==> src/rtl/mem_stage_pkg.sv <==
// Shared encodings for the load/store memory stage: ops, access sizes,
// FSM states and the alignment check.
package mem_stage_pkg;

  localparam logic [1:0] OP_NOP   = 2'd0;
  localparam logic [1:0] OP_LOAD  = 2'd1;
  localparam logic [1:0] OP_STORE = 2'd2;
  localparam logic [1:0] OP_ALU   = 2'd3;

  localparam logic [1:0] SZ_B = 2'd0;
  localparam logic [1:0] SZ_H = 2'd1;
  localparam logic [1:0] SZ_W = 2'd2;
  localparam logic [1:0] SZ_D = 2'd3;
  localparam int unsigned SZ_UNSIGNED = 2;

  localparam logic [2:0] ST_IDLE    = 3'd0;
  localparam logic [2:0] ST_RD_REQ  = 3'd1;
  localparam logic [2:0] ST_RD_WAIT = 3'd2;
  localparam logic [2:0] ST_WR_REQ  = 3'd3;
  localparam logic [2:0] ST_WR_WAIT = 3'd4;

  // Offset must be a multiple of the access size, and the access must fit the bus word.
  function automatic logic misaligned(input logic [2:0] offset, input logic [1:0] size,
                                      input logic [3:0] strb_w);
    logic [3:0] nbytes;
    nbytes = 4'd1 << size;
    return (nbytes > strb_w) || ((offset & (nbytes[2:0] - 3'd1)) != 3'd0);
  endfunction

endpackage

==> src/rtl/mem_load_align.sv <==
// Combinational load lane extract: shift the addressed bytes down to bit 0,
// then sign- or zero-extend to the full register width.
module mem_load_align
  import mem_stage_pkg::*;
#(
  parameter int unsigned DATA_WIDTH = 64,
  parameter int unsigned OFF_W      = $clog2(DATA_WIDTH / 8)
) (
  input  logic [DATA_WIDTH-1:0] rd_data_i,
  input  logic [OFF_W-1:0]      offset_i,
  input  logic [2:0]            size_i,
  output logic [DATA_WIDTH-1:0] ext_data_c_o
);

  logic [DATA_WIDTH-1:0] shifted;
  logic [DATA_WIDTH-1:0] keep;
  logic [6:0]            nbits;
  logic                  sign;

  // A full-width access yields an all-ones keep mask, so extension is a no-op there.
  always_comb begin
    shifted      = rd_data_i >> {offset_i, 3'b000};
    nbits        = 7'd8 << size_i[1:0];
    keep         = ~({DATA_WIDTH{1'b1}} << nbits);
    sign         = |(shifted & (keep ^ (keep >> 1)));
    ext_data_c_o = shifted & keep;
    if (sign && !size_i[SZ_UNSIGNED]) begin
      ext_data_c_o = ext_data_c_o | ~keep;
    end
  end

endmodule

==> src/rtl/mem_stage_lsu.sv <==
// Load/store memory stage: one op at a time, registered read/write bus
// requests, lane alignment, misalignment faults and store-commit reporting.
module mem_stage_lsu
  import mem_stage_pkg::*;
#(
  parameter int unsigned ADDR_WIDTH = 64,
  parameter int unsigned DATA_WIDTH = 64,
  parameter int unsigned STRB_WIDTH = DATA_WIDTH / 8
) (
  input  logic                  clk,
  input  logic                  reset,
  input  logic                  in_valid,
  output logic                  in_ready,
  input  logic [1:0]            in_op,
  input  logic [ADDR_WIDTH-1:0] in_addr,
  input  logic [DATA_WIDTH-1:0] in_store_data,
  input  logic [2:0]            in_size,
  input  logic [4:0]            in_dst_reg,
  input  logic                  in_ecall,
  output logic                  wb_valid,
  output logic [4:0]            wb_dst_reg,
  output logic [DATA_WIDTH-1:0] wb_data,
  output logic                  wb_fault,
  output logic                  wb_ecall,
  output logic                  rd_addr_valid,
  input  logic                  rd_addr_ready,
  output logic [ADDR_WIDTH-1:0] rd_addr,
  input  logic                  rd_data_valid,
  input  logic [DATA_WIDTH-1:0] rd_data,
  output logic                  wr_valid,
  input  logic                  wr_ready,
  output logic [ADDR_WIDTH-1:0] wr_addr,
  output logic [DATA_WIDTH-1:0] wr_data,
  output logic [STRB_WIDTH-1:0] wr_strb,
  output logic [2:0]            wr_size,
  input  logic                  wr_complete,
  output logic                  st_commit,
  output logic [ADDR_WIDTH-1:0] st_addr,
  output logic [DATA_WIDTH-1:0] st_data,
  output logic [1:0]            st_size
);

  localparam int unsigned OFF_W   = $clog2(STRB_WIDTH);
  localparam int unsigned STRB_W1 = STRB_WIDTH + 1;
  localparam logic [ADDR_WIDTH-1:0] WORD_MASK = ~ADDR_WIDTH'(STRB_WIDTH - 1);
  localparam logic [3:0] STRB_W4 = 4'(STRB_WIDTH);

  logic [2:0]            state_q, state_d;
  logic                  in_ready_q, in_ready_d;
  logic [ADDR_WIDTH-1:0] addr_q, addr_d;
  logic [DATA_WIDTH-1:0] data_q, data_d;
  logic [2:0]            size_q, size_d;
  logic [4:0]            dst_q, dst_d;
  logic                  ecall_q, ecall_d;
  logic                  wb_valid_q, wb_valid_d, wb_fault_q, wb_fault_d, wb_ecall_q, wb_ecall_d;
  logic [4:0]            wb_dst_q, wb_dst_d;
  logic [DATA_WIDTH-1:0] wb_data_q, wb_data_d;
  logic                  rd_valid_q, rd_valid_d;
  logic [ADDR_WIDTH-1:0] rd_addr_q, rd_addr_d;
  logic                  wr_valid_q, wr_valid_d;
  logic [ADDR_WIDTH-1:0] wr_addr_q, wr_addr_d;
  logic [DATA_WIDTH-1:0] wr_data_q, wr_data_d;
  logic [STRB_WIDTH-1:0] wr_strb_q, wr_strb_d;
  logic [2:0]            wr_size_q, wr_size_d;
  logic                  st_commit_q, st_commit_d;
  logic [ADDR_WIDTH-1:0] st_addr_q, st_addr_d;
  logic [DATA_WIDTH-1:0] st_data_q, st_data_d;
  logic [1:0]            st_size_q, st_size_d;

  logic [OFF_W-1:0]      in_off;
  logic                  in_misaligned;
  logic [STRB_W1-1:0]    strb_span;
  logic [DATA_WIDTH-1:0] load_data_c;

  assign in_off        = in_addr[OFF_W-1:0];
  assign in_misaligned = misaligned(3'(in_off), in_size[1:0], STRB_W4);
  // One extra bit so a full-width span does not overflow before truncation.
  assign strb_span     = (STRB_W1'(1) << (4'd1 << in_size[1:0])) - STRB_W1'(1);

  mem_load_align #(.DATA_WIDTH(DATA_WIDTH), .OFF_W(OFF_W)) u_load_align (
    .rd_data_i    (rd_data),
    .offset_i     (addr_q[OFF_W-1:0]),
    .size_i       (size_q),
    .ext_data_c_o (load_data_c)
  );

  always_comb begin
    state_d     = state_q;
    addr_d      = addr_q;
    data_d      = data_q;
    size_d      = size_q;
    dst_d       = dst_q;
    ecall_d     = ecall_q;
    wb_valid_d  = 1'b0;
    wb_fault_d  = 1'b0;
    wb_ecall_d  = 1'b0;
    wb_dst_d    = wb_dst_q;
    wb_data_d   = wb_data_q;
    rd_valid_d  = rd_valid_q;
    rd_addr_d   = rd_addr_q;
    wr_valid_d  = wr_valid_q;
    wr_addr_d   = wr_addr_q;
    wr_data_d   = wr_data_q;
    wr_strb_d   = wr_strb_q;
    wr_size_d   = wr_size_q;
    st_commit_d = 1'b0;
    st_addr_d   = st_addr_q;
    st_data_d   = st_data_q;
    st_size_d   = st_size_q;

    case (state_q)
      ST_IDLE: begin
        if (in_valid) begin
          addr_d  = in_addr;
          data_d  = in_store_data;
          size_d  = in_size;
          dst_d   = in_dst_reg;
          ecall_d = in_ecall;
          case (in_op)
            OP_NOP: begin
              if (in_ecall) begin
                wb_valid_d = 1'b1;
                wb_ecall_d = 1'b1;
                wb_dst_d   = in_dst_reg;
                wb_data_d  = '0;
              end
            end
            OP_ALU: begin
              wb_valid_d = 1'b1;
              wb_ecall_d = in_ecall;
              wb_dst_d   = in_dst_reg;
              wb_data_d  = DATA_WIDTH'(in_addr);
            end
            default: begin
              if (in_misaligned) begin
                wb_valid_d = 1'b1;
                wb_fault_d = 1'b1;
                wb_ecall_d = in_ecall;
                wb_dst_d   = in_dst_reg;
                wb_data_d  = DATA_WIDTH'(in_addr);
              end else if (in_op == OP_LOAD) begin
                rd_valid_d = 1'b1;
                rd_addr_d  = in_addr & WORD_MASK;
                state_d    = ST_RD_REQ;
              end else begin
                wr_valid_d = 1'b1;
                wr_addr_d  = in_addr & WORD_MASK;
                wr_data_d  = in_store_data << {in_off, 3'b000};
                wr_strb_d  = STRB_WIDTH'(strb_span) << in_off;
                wr_size_d  = in_size;
                state_d    = ST_WR_REQ;
              end
            end
          endcase
        end
      end
      ST_RD_REQ, ST_RD_WAIT: begin
        if (state_q == ST_RD_REQ && rd_addr_ready) begin
          rd_valid_d = 1'b0;
          state_d    = ST_RD_WAIT;
        end
        // Data alongside the address handshake completes the load right away.
        if ((state_q == ST_RD_WAIT || rd_addr_ready) && rd_data_valid) begin
          wb_valid_d = 1'b1;
          wb_ecall_d = ecall_q;
          wb_dst_d   = dst_q;
          wb_data_d  = load_data_c;
          state_d    = ST_IDLE;
        end
      end
      ST_WR_REQ, ST_WR_WAIT: begin
        if (state_q == ST_WR_REQ && wr_ready) begin
          wr_valid_d = 1'b0;
          state_d    = ST_WR_WAIT;
        end
        if ((state_q == ST_WR_WAIT || wr_ready) && wr_complete) begin
          st_commit_d = 1'b1;
          st_addr_d   = addr_q;
          st_data_d   = data_q;
          st_size_d   = size_q[1:0];
          state_d     = ST_IDLE;
        end
      end
      default: state_d = ST_IDLE;
    endcase

    in_ready_d = (state_d == ST_IDLE);
  end

  always_ff @(posedge clk) begin
    if (reset) begin
      state_q     <= ST_IDLE;
      in_ready_q  <= 1'b1;
      addr_q      <= '0;
      data_q      <= '0;
      size_q      <= '0;
      dst_q       <= '0;
      ecall_q     <= 1'b0;
      wb_valid_q  <= 1'b0;
      wb_fault_q  <= 1'b0;
      wb_ecall_q  <= 1'b0;
      wb_dst_q    <= '0;
      wb_data_q   <= '0;
      rd_valid_q  <= 1'b0;
      rd_addr_q   <= '0;
      wr_valid_q  <= 1'b0;
      wr_addr_q   <= '0;
      wr_data_q   <= '0;
      wr_strb_q   <= '0;
      wr_size_q   <= '0;
      st_commit_q <= 1'b0;
      st_addr_q   <= '0;
      st_data_q   <= '0;
      st_size_q   <= '0;
    end else begin
      state_q     <= state_d;
      in_ready_q  <= in_ready_d;
      addr_q      <= addr_d;
      data_q      <= data_d;
      size_q      <= size_d;
      dst_q       <= dst_d;
      ecall_q     <= ecall_d;
      wb_valid_q  <= wb_valid_d;
      wb_fault_q  <= wb_fault_d;
      wb_ecall_q  <= wb_ecall_d;
      wb_dst_q    <= wb_dst_d;
      wb_data_q   <= wb_data_d;
      rd_valid_q  <= rd_valid_d;
      rd_addr_q   <= rd_addr_d;
      wr_valid_q  <= wr_valid_d;
      wr_addr_q   <= wr_addr_d;
      wr_data_q   <= wr_data_d;
      wr_strb_q   <= wr_strb_d;
      wr_size_q   <= wr_size_d;
      st_commit_q <= st_commit_d;
      st_addr_q   <= st_addr_d;
      st_data_q   <= st_data_d;
      st_size_q   <= st_size_d;
    end
  end

  assign in_ready      = in_ready_q;
  assign wb_valid      = wb_valid_q;
  assign wb_dst_reg    = wb_dst_q;
  assign wb_data       = wb_data_q;
  assign wb_fault      = wb_fault_q;
  assign wb_ecall      = wb_ecall_q;
  assign rd_addr_valid = rd_valid_q;
  assign rd_addr       = rd_addr_q;
  assign wr_valid      = wr_valid_q;
  assign wr_addr       = wr_addr_q;
  assign wr_data       = wr_data_q;
  assign wr_strb       = wr_strb_q;
  assign wr_size       = wr_size_q;
  assign st_commit     = st_commit_q;
  assign st_addr       = st_addr_q;
  assign st_data       = st_data_q;
  assign st_size       = st_size_q;

endmodule

==> config.mk <==
export PLATFORM = sky130hd
export DESIGN_NAME = mem_stage_lsu
export DESIGN_NICKNAME = d
export VERILOG_FILES = /design/src/rtl/mem_stage_pkg.sv /design/src/rtl/mem_load_align.sv /design/src/rtl/mem_stage_lsu.sv
export SDC_FILE = /design/constraint.sdc
export NUM_CORES = 1
export LEC_CHECK = 0
export CAP_MARGIN = 10
export CORE_UTILIZATION = 35
export DETAILED_ROUTE_END_ITERATION = 10
export GPL_ROUTABILITY_DRIVEN = 1
export GPL_TIMING_DRIVEN = 0
export PLACE_DENSITY = 0.64
export SKIP_LAST_GASP = 1
export SLEW_MARGIN = 10
export SYNTH_ARGS = -nofsm -noshare
export SYNTH_HDL_FRONTEND = slang
export SYNTH_SLANG_ARGS = --single-unit
export TNS_END_PERCENT = 50
==> constraint.sdc <==
create_clock -name clk -period 3.1 [get_ports clk]
set_input_delay 0.62 -clock clk [delete_from_list [all_inputs] [get_ports clk]]
set_output_delay 0.62 -clock clk [all_outputs]
set_load 0.05 [all_outputs]
==> metrics.md, run 1 <==
| Metric | Value |
|---|---|
| Status | `finished, violations left` |
| Failing checks | `setup timing` |
| DR DRC count | `0` |
| Max-Cap Viols | `0` |
| Chip height | `263 um` |
| Final Hold Vio Count | `0` |
| DRT iter0 DRCs | `2321` |
| Ports | `619` |
| DRT antenna net count | `0` |
| Total global routing overflow | `0` |
| Clock Sinks | `543` |
| Initial Util | `35.5%` |
| Crit end category | `flip-flop` |
| Unique masters post-synth | `64` |
| Num rows | `95` |
| R2R depth | `6` |
| Worst endpoint required time | `3620 ps` |
| Worst-Margin Slew | `1300 ps` |
| Fin cells | `4572` |
| Hold Crit Depth | `2` |
| Worst setup path class | `input pin to flip-flop` |
| Power per Cell Area | `564 mW/mm^2` |
| Drt via density | `approximately 5.5` |
| First-pass DRT Iterations | `7` |
| Core footprint | `~0.067 mm^2` |
| Number of global-route vias before repair | `23200` |
| CTS buffer count | `60` |
| Die Width | `263 um` |
| Top-area cell type share of the netlist area | `a little under half` |
| Commonest non-fill, non-tap cell in the layout | `nand2_1` |
| Setup slack after layout | `-39.9 ps` |
| CP Launch Type | `input pin` |
| HP Class | `flip-flop to flip-flop` |
| Port-buffer cells | `610` |
| Detailed-route wire length | `114000 um` |
| Via count | `25200` |
| Asr flop ratio synth | `0%` |
| Cells after synthesis | `2961` |
| Flops & latches, synth | `543` |
| Core Util, Final | `between 40% and 50%` |
| Total Nets Final | `around 3900` |
| Detailed Place HPWL | `88200 um` |
| Syn Std Cell Area | `around 0.024 mm^2` |
| Pleak | `0.0116 uW` |
| Ys Warns | `0` |
| Most used flip-flop cell after synthesis | `dfxtp_1` |
| Yosys top cell by area | `dfxtp_1` |
| TritonCTS clock tree | `done` |
| Worst path cell trace | `clkdlybuf4s50_1 -> nor4b_4 -> buf_1 -> clkbuf_1 -> nand2_1 -> a21oi_1` |
| Setup violators final | `1` |
| Worst Hold Margin | `445 ps` |
| Sequential cell area | `0.0109 mm^2` |
| First-pass GRT wire length | `163000 um` |
| Critical path's top delay family | `buffers and inverters` |
| Maximum single-stage delay on the critical path | `between 1000 and 1500 ps` |
| Most frequent cells in the layout | `879 x nand2_1, 609 x clkdlybuf4s50_1, 543 x dfxtp_1` |
| Clock Tree Buf Depth | `3` |
| WP buf/inv | `3` |
| Final slew viol count | `0` |
| Maximum fanout along the worst path | `10` |
| Crit. path cell count | `6` |
| Layout cells sized above 1 | `9.49%` |
| Minimum clock period | `3140 ps` |
| Fmax | `roughly 320 MHz` |
| Largest net degree at the start of global routing | `15` |
| RSZ-0062 raised after global routing | `true` |
| Fill cells | `6592` |
| Multi-input gate area | `0.0119 mm^2` |
| Critical path arrival | `3660 ps` |
| Area Overhead vs Synth | `40.1%` |
| Area contributors post-synth | `dfxtp_1 46%, nand2_1 14%, a21oi_1 10%` |
| Seq/Total Area, Yosys | `45.6%` |
| CP max stage cell | `buf_1` |
| Gr usage total | `a little under a third` |
| Placed Instances | `4450` |
| Worst skew pair latency | `approximately 630 ps` |
| Setup Skew | `25.9 ps` |
| Number of flops mapped to enable cells by yosys | `0` |
| Final Wtd Congestion | `0.982` |
| Max-slew headroom | `13.2%` |
| Initial antenna violation count | `17` |
| Root Driver | `clkbuf_16` |
| Crit share post-route | `101%` |
| H-tree levels | `2` |
| Wirelength per Cell | `25.0 um` |
| DP Area | `around 0.031 mm^2` |
| Die footprint | `between 0.06 and 0.07 mm^2` |
| Syn Area/Cell | `8.06 um^2` |
| Clock Pin Slew Worst Setup and Hold Paths | `70 ps` |
| Peak supply drop | `0.000445 V` |
| Final instance area | `between 0.03 and 0.04 mm^2` |
==> repair_timing <==
action / in CTS / in global routing
hold buffers: 0 / 0
pin swaps: 0 / 3
gates resized for setup: 31 / 44
endpoints found under the setup margin: 269 / 257
setup buffers: 0 / 5
==> worst reg2reg max path: stages, from the launching register on <==
cell      delay (ps)
dfxtp_1          300
buf_2            180
nor4b_4          580
buf_1           1010
clkbuf_1         540
nand2_1          120
a21oi_1          270
==> where the power goes <==
group	internal [uW]	switching [uW]
clock	4630	3070
sequential	7270	171
combinational	1240	2480
total	13100	5720
==> kinds of logic (layout without fill, tap and decap cells) <==
group,Yosys count,in the layout,share of synthesized area (%)
AO/OA/AOI/OAI,776,776,20.4
XOR/XNOR,2,2,0.0734
adder cells (fa/ha/maj),6,6,0.315
buffers and inverters,286,1010,5.08
flip-flops,543,543,45.6
multiplexers,170,170,8.52
other,1,15,0.0157
AND/OR/NAND/NOR,1177,1177,20.1
==> synthesized netlist by cell type, types with 3 or more instances <==
master and instances:
and3_1 7, clkbuf_1 193, o32ai_1 6, a32o_1 3, nand3_1 12, or3_1 17
buf_2 48, buf_6 5, mux2_2 55, nand2_1 879, nand2b_1 16, inv_1 14
a21oi_1 500, nand3b_1 12, a31oi_1 4, a221oi_1 21, a311oi_1 22, o211ai_1 5
buf_4 11, o22ai_1 8, o211a_1 7, a21o_1 4, nor4_1 5, a2111oi_1 3
a222oi_1 15, a211o_1 3, dfxtp_1 543, or2_2 20, a2bb2oi_1 9, mux4_2 21
a221oi_2 30, ha_1 6, buf_1 12, nor3_1 34, mux2i_1 94, nor2b_1 21
a2111oi_0 12, nor2_1 148, a22oi_1 6, a211oi_1 64, o21ai_0 39
==> final timing paths <==
path / from / to / slack [ps]
worst max register to register: state_q[0]$_SDFF_PP0_ / addr_q[1]$_SDFFE_PP0P_ / 0
worst min register to register: addr_q[41]$_SDFFE_PP0P_ / st_addr[41]$_SDFFE_PP0P_ / 450
worst max-delay path: in_valid / addr_q[1]$_SDFFE_PP0P_ / -40
worst min-delay path: addr_q[41]$_SDFFE_PP0P_ / st_addr[41]$_SDFFE_PP0P_ / 450
==> metrics by stage <==
step	TNS [ps]	setup WS, ps	total power [uW]
after floorplan	0	362	9620
after global placement	-451140	-1890	11200
after detailed placement	-343390	-1470	11200
after CTS	-331	-61.1	18800
after global routing	-672	-62.5	19400
final	-39.9	-39.9	18900
==> per-layer routing <==
layer  part of all wire, %  global-route usage [%]  up-vias
met5                 0.089                       0        -
met4                   3.7                    11.6       16
met3                   8.4                    7.49      225
met2                    45                    49.8     1161
met1                    43                    42.0    12200
li1                      -                       -    11600
==> area by class of cell <==
| cell class | instances | share of cell area, % |
|---|---|---|
| buffer | 266 | 3.63 |
| multi-input combinational | 2137 | 35.6 |
| clock inverter | 28 | 1.15 |
| tap | 873 | 3.27 |
| timing repair buffer | 617 | 18.4 |
| sequential | 543 | 32.5 |
| clock buffer | 82 | 5.16 |
| inverter | 17 | 0.191 |
| antenna | 9 | 0.0674 |
Note: power is estimated with default switching activity, not from simulation.
==> run 2, diff against run 1 <==
SLEW_MARGIN = 20   (was 10)
==> metrics.md, run 2 (same netlist as run 1, synthesis figures left out) <==
| Metric | Value |
|---|---|
| Max-Cap Viols | `0 (unchanged)` |
| Minimum clock period | `3080 ps (-60.9 ps)` |
| Power per Cell Area | `565 mW/mm^2 (+0.16%)` |
| Worst path cell trace | `clkdlybuf4s50_1 -> clkbuf_4 -> nand2b_1 -> ha_1 -> nand2b_1 -> o2111a_2 -> o21a_4 -> buf_4 -> buf_4 -> buf_4 -> a311oi_1 -> nor3_1` |
| Maximum single-stage delay on the critical path | `500 ps (-510 ps)` |
| First-pass GRT wire length | `162000 um (-0.39%)` |
| HP Class | `flip-flop to flip-flop` |
| Pre-CTS setup slack | `-1470 ps (-0.240 ps)` |
| Setup violators final | `0 (-1)` |
| Crit share post-route | `99.3% (-2.0 points)` |
| Fin cells | `4571 (-0.022%)` |
| Register share of total power | `39.4% (about the same)` |
| Largest net degree at the start of global routing | `15 (unchanged)` |
| Pleak | `0.0116 uW (+0.18%)` |
| Peak supply drop | `0.000529 V (+19%)` |
| Fill cells | `6547 (-0.68%)` |
| DRT iter0 DRCs | `2323 (+0.086%)` |
| Fin Setup TNS | `0 ps (+39.9 ps)` |
| Final Wtd Congestion | `0.982 (unchanged)` |
| Most frequent cells in the layout | `879 x nand2_1, 609 x clkdlybuf4s50_1, 543 x dfxtp_1` |
| Maximum fanout along the worst path | `10 (unchanged)` |
| Total global routing overflow | `0 (unchanged)` |
| Clock Pin Slew Worst Setup and Hold Paths | `60 ps (about the same)` |
| Switching power total | `5680 uW (-0.68%)` |
| Commonest non-fill, non-tap cell in the layout | `nand2_1` |
| Num rows | `95 (unchanged)` |
| DR DRC count | `0 (unchanged)` |
| CTS buffer count | `59 (-1.7%)` |
| Area Overhead vs Synth | `40.3%` |
| DP Area | `0.0311 mm^2 (about the same)` |
| Combinational power share | `19.7% (about the same)` |
| Initial Util | `35.5% (unchanged)` |
| Wirelength per Cell | `25.0 um (-0.14%)` |
| Total Nets Final | `3856 (-0.052%)` |
| Core Util, Final | `49.8% (+0.061 points)` |
| Die Width | `263 um (unchanged)` |
| Final slew viol count | `0 (unchanged)` |
| Setup slack after layout | `21.1 ps (+60.9 ps)` |
| Status | `complete, no violations` |
| Internal Power | `13200 uW (+0.71%)` |
| CP Launch Type | `input pin` |
| Worst setup path class | `input pin to flip-flop` |
| Detailed Place HPWL | `87900 um (-0.32%)` |
| Setup Skew | `30.8 ps (+4.92 ps)` |
| Worst skew pair latency | `630 ps (about the same)` |
| Final Hold Vio Count | `0 (unchanged)` |
| Placed Instances | `4449 (-0.022%)` |
| Switching share of power | `30.0% (-0.29 points)` |
| Chip height | `263 um (unchanged)` |
| Drt via density | `5.49 (-0.29%)` |
| Number of global-route vias before repair | `23200 (-0.31%)` |
| Detailed-route wire length | `114000 um (-0.17%)` |
| Gr usage total | `31.5% (-0.15 points)` |
| TritonCTS clock tree | `done` |
| Ports | `619 (unchanged)` |
| RSZ-0062 raised after global routing | `true` |
| CP dominant cell by count | `buf_4` |
| CP max stage cell | `clkdlybuf4s50_1` |
| Critical path arrival | `3550 ps (-110 ps)` |
| Initial antenna violation count | `17 (unchanged)` |
| Layout cells sized above 1 | `9.41% (-0.074 points)` |
| Clock Sinks | `543 (unchanged)` |
| Die footprint | `0.0692 mm^2 (unchanged)` |
| Fmax | `325 MHz (+2.0%)` |
| Via count | `25100 (-0.31%)` |
| Port-buffer cells | `610 (unchanged)` |
| H-tree levels | `2 (unchanged)` |
| Root Driver | `clkbuf_16` |
| Final instance area | `0.0335 mm^2 (+0.12%)` |
| Clk pwr share | `41.0% (+0.2 points)` |
| First-pass DRT Iterations | `10 (+3)` |
| Worst endpoint required time | `3570 ps (-50 ps)` |
| Worst-Margin Slew | `1120 ps (-186 ps)` |
| Max-slew headroom | `25.6% (+12 points)` |
| Core footprint | `0.0673 mm^2 (unchanged)` |
| Crit end category | `flip-flop` |
| Clock Tree Buf Depth | `3 (unchanged)` |
| DRT antenna net count | `0 (unchanged)` |
-- run 2: cell count changes in the layout (fill, tap and decap cells not counted), moves of 4 or more --
cell	change
clkbuf_1	-4
clkinv_2	-6
clkbuf_2	+4
clkbuf_8	+4
-- run 2: critical path: cells and delay by family --
kind	cells	cell delay (ps)
AO/OA/AOI/OAI	3	830
adder cells (fa/ha/maj)	1	310
buffers and inverters	5	1320
AND/OR/NAND/NOR	3	470
-- run 2: power groups by stage --
stage          clock [uW]  combinational (uW)  sequential, uW
6_report             7750                3720            7440
4_1_cts              7820                3620            7440
2_1_floorplan           0                1470            8150
3_5_place_dp            0                3590            7590
3_3_place_gp            0                3580            7590
5_1_grt              8110                3870            7470
-- run 2: path summary, 6_finish.rpt --
kind	from	end	slack (ps)	cells after the start
worst max-delay path	in_size[1]	wb_data[4]$_SDFFE_PP0P_	20	12
worst min-delay path	data_q[20]$_SDFFE_PP0P_	st_data[20]$_SDFFE_PP0P_	450	2
worst max register to register	state_q[2]$_SDFF_PP0_	st_addr[27]$_SDFFE_PP0P_	260	9
worst min register to register	data_q[20]$_SDFFE_PP0P_	st_data[20]$_SDFFE_PP0P_	450	2
-- run 2: through the flow --
stage                     hold slack (ps)  total power [uW]
after floorplan                       432              9620
after global placement                437             11200
after detailed placement              445             11200
after CTS                             446             18900
after global routing                  459             19400
final                                 448             18900
-- run 2: cell type report --
| cell class | instances | area [um^2] | share of cell area (%) |
|---|---|---|---|
| multi-input combinational | 2137 | 11900 | 35.5 |
| sequential | 543 | 10900 | 32.5 |
| timing repair buffer | 615 | 6160 | 18.4 |
| clock buffer | 87 | 1780 | 5.33 |
| buffer | 267 | 1230 | 3.68 |
| tap | 873 | 1090 | 3.26 |
| clock inverter | 21 | 348 | 1.04 |
| inverter | 17 | 63.8 | 0.191 |
| antenna | 11 | 27.5 | 0.0822 |
-- run 2: per-layer routing --
metal / up-vias / share of wire (%) / track usage (%)
met2: 1223 / 45 / 49.3
met1: 12000 / 42 / 41.7
met4: 14 / 3.9 / 11.7
met5: - / 0.091 / 0
met3: 240 / 8.8 / 7.77
li1: 11600 / - / -
-- run 2: repair_timing --
action,4_1_cts,5_1_grt
gates cloned,0,0
setup buffers,0,5
hold buffers,0,0
endpoints found under the setup margin,268,237
pin swaps,0,3
resized for setup,28,54
